**src/rtl/phys_free_list.sv**
```systemverilog
// Circular free list of physical register tags with a committed-head checkpoint for single-cycle flush rollback.
// Define FREE_LIST_DUP_CHECK_EN to add a free bitmap that rejects duplicate releases.
module phys_free_list #(
  parameter int NUM_ARCH_REGS = 32,
  parameter int NUM_PHYS_REGS = 64,
  localparam int PW = $clog2(NUM_PHYS_REGS)
) (
  input  logic          clk,
  input  logic          rst,
  input  logic          alloc_valid_in,
  output logic          alloc_ready_out,
  output logic [PW-1:0] alloc_preg_out,
  input  logic          commit_valid_in,
  input  logic          release_valid_in,
  input  logic [PW-1:0] release_preg_in,
  input  logic          flush_in,
  output logic [PW:0]   free_count_out,
  output logic          err_out
);

  localparam logic [PW:0] DEPTH     = (PW+1)'(NUM_PHYS_REGS);
  localparam logic [PW:0] INIT_TAIL = (PW+1)'(NUM_PHYS_REGS - NUM_ARCH_REGS);

  logic [PW-1:0] mem [NUM_PHYS_REGS];
  logic [PW:0]   spec_head, commit_head, tail;
  logic [PW:0]   spec_head_nxt, commit_head_nxt, tail_nxt;
  logic          empty, full, dup;
  logic          alloc_ok, commit_ok, release_ok, err_set;

  assign alloc_preg_out  = mem[spec_head[PW-1:0]];
  assign alloc_ready_out = !empty;
  assign free_count_out  = tail - spec_head;

  always_comb begin
    empty      = (spec_head == tail);
    full       = ((tail - commit_head) == DEPTH);
    alloc_ok   = alloc_valid_in && !flush_in && !empty;
    commit_ok  = commit_valid_in && (commit_head != spec_head);
    release_ok = release_valid_in && !full && !dup;
    err_set    = (alloc_valid_in && !flush_in && empty)
               || (commit_valid_in && (commit_head == spec_head))
               || (release_valid_in && (full || dup));
    commit_head_nxt = commit_head + (PW+1)'(commit_ok);
    spec_head_nxt   = flush_in ? commit_head_nxt : spec_head + (PW+1)'(alloc_ok);
    tail_nxt        = tail + (PW+1)'(release_ok);
  end

  always_ff @(posedge clk or posedge rst) begin
    if (rst) begin
      spec_head   <= '0;
      commit_head <= '0;
      tail        <= INIT_TAIL;
      err_out     <= 1'b0;
    end else begin
      spec_head   <= spec_head_nxt;
      commit_head <= commit_head_nxt;
      tail        <= tail_nxt;
      if (err_set) err_out <= 1'b1;
    end
  end

  // Tags above the architectural range start out free, in ascending order.
  always_ff @(posedge clk or posedge rst) begin
    if (rst) begin
      for (int i = 0; i < NUM_PHYS_REGS; i++)
        mem[i] <= (i < NUM_PHYS_REGS - NUM_ARCH_REGS) ? PW'(NUM_ARCH_REGS + i) : '0;
    end else if (release_ok) begin
      mem[tail[PW-1:0]] <= release_preg_in;
    end
  end

`ifdef FREE_LIST_DUP_CHECK_EN
  logic [NUM_PHYS_REGS-1:0] free_map, free_map_nxt;
  logic [PW:0]              rb_cnt;
  logic [PW-1:0]            rb_off;

  assign dup = free_map[release_preg_in];

  // Rolled-back entries sit between the new committed head and the old speculative head.
  always_comb begin
    free_map_nxt = free_map;
    rb_cnt       = spec_head - commit_head_nxt;
    rb_off       = '0;
    if (flush_in) begin
      for (int i = 0; i < NUM_PHYS_REGS; i++) begin
        rb_off = PW'(i) - commit_head_nxt[PW-1:0];
        if ({1'b0, rb_off} < rb_cnt) free_map_nxt[mem[i]] = 1'b1;
      end
    end
    if (alloc_ok)   free_map_nxt[alloc_preg_out]  = 1'b0;
    if (release_ok) free_map_nxt[release_preg_in] = 1'b1;
  end

  always_ff @(posedge clk or posedge rst) begin
    if (rst) begin
      for (int i = 0; i < NUM_PHYS_REGS; i++)
        free_map[i] <= (i >= NUM_ARCH_REGS);
    end else begin
      free_map <= free_map_nxt;
    end
  end
`else
  assign dup = 1'b0;
`endif

endmodule

```
**config.mk**
```make
export PLATFORM = sky130hd
export DESIGN_NAME = phys_free_list
export DESIGN_NICKNAME = d
export VERILOG_FILES = /design/src/rtl/phys_free_list.sv
export SDC_FILE = /design/constraint.sdc
export NUM_CORES = 1
export LEC_CHECK = 0
export CAP_MARGIN = 5
export CORE_ASPECT_RATIO = 0.5
export CORE_MARGIN = 2
export CORE_UTILIZATION = 41
export DETAILED_ROUTE_END_ITERATION = 16
export GPL_TIMING_DRIVEN = 0
export REMOVE_ABC_BUFFERS = 1
export SLEW_MARGIN = 20
export SYNTH_ARGS = -nofsm -noshare
export SYNTH_HDL_FRONTEND = slang
export SYNTH_SLANG_ARGS = --single-unit
```
**constraint.sdc**
```tcl
create_clock -name clk -period 29.8 [get_ports clk]
set_clock_uncertainty 0.05 [all_clocks]
set_input_delay 2.98 -clock clk [delete_from_list [all_inputs] [get_ports clk]]
set_output_delay 2.98 -clock clk [all_outputs]
set_load 0.005 [all_outputs]
```
==> impl_metrics.ini, run 1 <==
[run_status]
status = completed

[place]
io_buffers = 26
dp_cells = 1928
dpl.hpwl_um = 33200
globalplace.congestion = 0.813

[cells_and_area]
drive_gt1_share_pct = 52.4
layoutNonFillerInstCount = 2003
nNetsFinal = 1352
synthToLayoutAreaGrowth_pct = 11.0
final_common_cell = mux2_2
final_cell_mix = 298 x mux2_2, 291 x dfrtp_1, 113 x dfstp_2
fill_cells = 4134

[sta]
finalCriticalPeriod_ns = 7.91
rsz0062_at_grt = false
period_share_pct = 26.5
hold-worst-slack_ns = 0.436
tightestPinTransition_ns = 1.06
drv_slew = 0
hold_viol = 0
fmax_mhz = 126
setup_viol = 0
setup_tns_ns = 0
slew_headroom_pct = 29.3

[drt]
dr.pass1.iters = 4
postRouteAntennaNets = 0
avgRoutedWirePerCell_um = 25.2
vias = 11512
drt_iter0_drc = 1018
viasPerCell = 5.75
drt_wl_total_um = 50400
drcViolationCount = 0

[power_and_ir_drop]
vdd_drop_max_uv = 55.3
powerDensity_nw_per_um2 = 101
p_total_uw = 2260
p_leak_uw = 0.00965

[synthesis]
synth_seq_area_share_pct = 51.2
async_flop_share_pct = 100
ys_types = 64
synth_edf_count = 0
ys_dominant_reg_cell = dfrtp_1
avgSynthCellArea_um2 = 14.9
netlist.area_leader.share_pct = 36.4
yosys_register_bits = 406
synthCells = 1347
synth_area_leaders = dfrtp_1 36%, mux2_2 17%, dfstp_2 15%
synth_area_um2 = 20100
yosys.area.top_type = dfrtp_1
yosys_warnings = 0

[global_routing]
overflow = 0
grt_pass1_vias = 12332
track_usage_pct = 20.5
grt_max_degree = 113
grt_pass1_wl_um = 78900
grt_antenna_before_repair = 2

[worst_setup_path]
cp.required_ns = 26.77
worst_path_largest_cell_delay_ns = 1.04
cp_cell_sequence = clkinv_1 -> nand2_1 -> nor3_1 -> a2111oi_0 -> a21oi_1 -> o311a_1 -> clkdlybuf4s50_1
r2r-end = spec_head[6]
r2r-start = spec_head[2]
r2r_cells = 11
critPathTopFamily = buffers and inverters
path_class = reg2out
critPathCaptureType = output pin
r2r_slack_ns = 25.43
crit_arrival_ns = 4.88
path_buf_inv = 2
critPathLaunchType = flip-flop
crit_path_max_fanout = 18
slowest_stage = dfrtp_1

[die]
fp.dieArea_um2 = 51000
rows = 57
io_pins = 27
die_h_um = 161
core_um2 = 48500
start_util_pct = 41.5
die_w_um = 317

[cts]
cts_htree_levels = 2
cts_root_buffer = clkbuf_16
clock_latency_ns = 0.56
post-cts-setup-buffers = 0
cts_tree = built
cts_made_buffers = 40
ctsResizeCount = 0
path_clk_slew_ns = 0.06
postCtsHoldBufs = 0
cts_num_sinks = 406
clockBufferDepth = 3

[hold_path]
hp-start = mem[131]
hold_class = reg2reg
holdPathEnd = mem[131]
worstHoldPathCells = 1

[flow_run]
drv_cap = 0
[flip-flops by register name (all words and copies together) (netlist names)]
| signal | count |
|---|---|
| commit_head | 7 |
| err_out | 1 |
| spec_head | 7 |
| mem | 384 |
| tail | 7 |
[synthesized netlist by cell type (all sizes together), types with 2 or more instances]
master,count
dfstp,113
o211ai,2
o22ai,2
o311a,2
a221oi,4
xnor2,18
nand2,31
inv,16
or4,3
xor2,11
or3b,8
mux2i,20
nor3,49
nor2b,11
clkinv,2
ha,18
o221ai,4
nand4,3
a32o,2
nand3b,4
a22oi,22
buf,65
a21o,2
clkbuf,55
nor2,22
and2,2
mux4,89
nand2b,2
mux2,386
a22o,3
a2111oi,5
nand3,13
dfrtp,293
a21oi,16
o21ai,11
or3,24
[worst register-to-register path, stage by stage, from the launching register on]
cell and delay, ns:
dfrtp_1 1.04, clkinv_1 1.01, ha_1 0.68, nand4_1 0.12, nor3_1 0.38, nor2b_1 0.11
ha_1 0.22, ha_1 0.23, nand2_1 0.12, nor2_1 0.07, xnor2_1 0.12, o21ai_0 0.08
[report_power, final]
group	switching (µW)	internal, µW	leakage (µW)
clock	217	285	0.000631
combinational	419	435	0.00390
sequential	135	769	0.00512
[stage by stage]
stage          worst slack (ns)  utilization, %  cell area (µm²)
3_5_place_dp              22.57            43.4            21100
4_1_cts                   21.97            46.1            22300
6_report                  21.89            46.1            22300
3_3_place_gp              11.77            42.5            20600
2_1_floorplan             15.66               -            19500
5_1_grt                   21.79            46.1            22300
[final cells by class]
class | count | area, µm² | area share (%)
clock inverter | 12 | 129 | 0.577
clock buffer | 61 | 1150 | 5.14
sequential | 406 | 10300 | 46.1
timing repair buffer | 52 | 673 | 3.01
multi-input combinational | 803 | 9200 | 41.1
inverter | 18 | 75.1 | 0.336
antenna | 2 | 5.00 | 0.0224
tap | 649 | 812 | 3.63
[routing by layer]
metal  up-vias  track usage (%)  share of wire [%]  routed length (µm)
met5         -                0                  0                   0
met4         0             5.51                2.6                1290
met3        76             3.91                5.2                2630
met2       260             31.7                 47               23500
met1      6227             29.6                 46               23100
li1       4949                -                  -                   -
[kinds of logic (layout without fill, tap and decap cells)]
kind of cell               after synthesis  in the layout  synth area share, %
AOI/OAI and AO/OA                       82             82                 2.96
xor gates and xnor gates                29             29                 1.26
adders and majority gates               19             19                 1.22
buffers and inverters                  138            143                 3.25
DFF                                    406            406                 51.2
muxes                                  495            495                 33.7
other                                    0              2                    0
and+or+nand+nor                        178            178                 6.46
[worst max-delay path by stage]
stage | slack (ns) | cells past startpoint | endpoint | startpoint
after floorplan | 15.66 | 1 | commit_head[0] | rst
after global placement | 11.77 | 2 | mem[301] | rst
after detailed placement | 22.57 | 7 | alloc_preg_out[4] | spec_head[2]
after CTS | 21.97 | 7 | alloc_preg_out[4] | spec_head[2]
after global routing | 21.79 | 7 | alloc_preg_out[3] | spec_head[2]
final | 21.89 | 7 | alloc_preg_out[4] | spec_head[2]
Power figures use the tool's default switching activity.
==> run 2: changes to the inputs <==
==> constraint.sdc (replaced) <==
create_clock -name clk -period 7.55 [get_ports clk]
set_clock_uncertainty 0.05 [all_clocks]
set_input_delay 0.755 -clock clk [delete_from_list [all_inputs] [get_ports clk]]
set_output_delay 0.755 -clock clk [all_outputs]
set_load 0.005 [all_outputs]
==> results of run 2 <==
The final DEF is identical to that of run 1. Status: completed.
Main changes from that run: setup slack after placement 22.57 ns -> 2.55 ns; setup slack after layout 21.89 ns -> 1.86 ns; register-to-register setup slack 25.43 ns -> 3.18 ns; total power 2260 µW -> 8920 µW; worst IR drop on VDD 55.3 µV -> 218 µV
==> run 3: changes to the inputs <==
==> constraint.sdc (replaced) <==
create_clock -name clk -period 5.6 [get_ports clk]
set_clock_uncertainty 0.05 [all_clocks]
set_input_delay 0.56 -clock clk [delete_from_list [all_inputs] [get_ports clk]]
set_output_delay 0.56 -clock clk [all_outputs]
set_load 0.005 [all_outputs]
==> results of run 3 <==
The final DEF is identical to that of run 1. Status: completed.
Main changes from that run: setup slack after placement 22.57 ns -> 0.791 ns; setup slack after layout 21.89 ns -> 0.109 ns; register-to-register setup slack 25.43 ns -> 1.23 ns; total power 2260 µW -> 12000 µW; worst IR drop on VDD 55.3 µV -> 295 µV
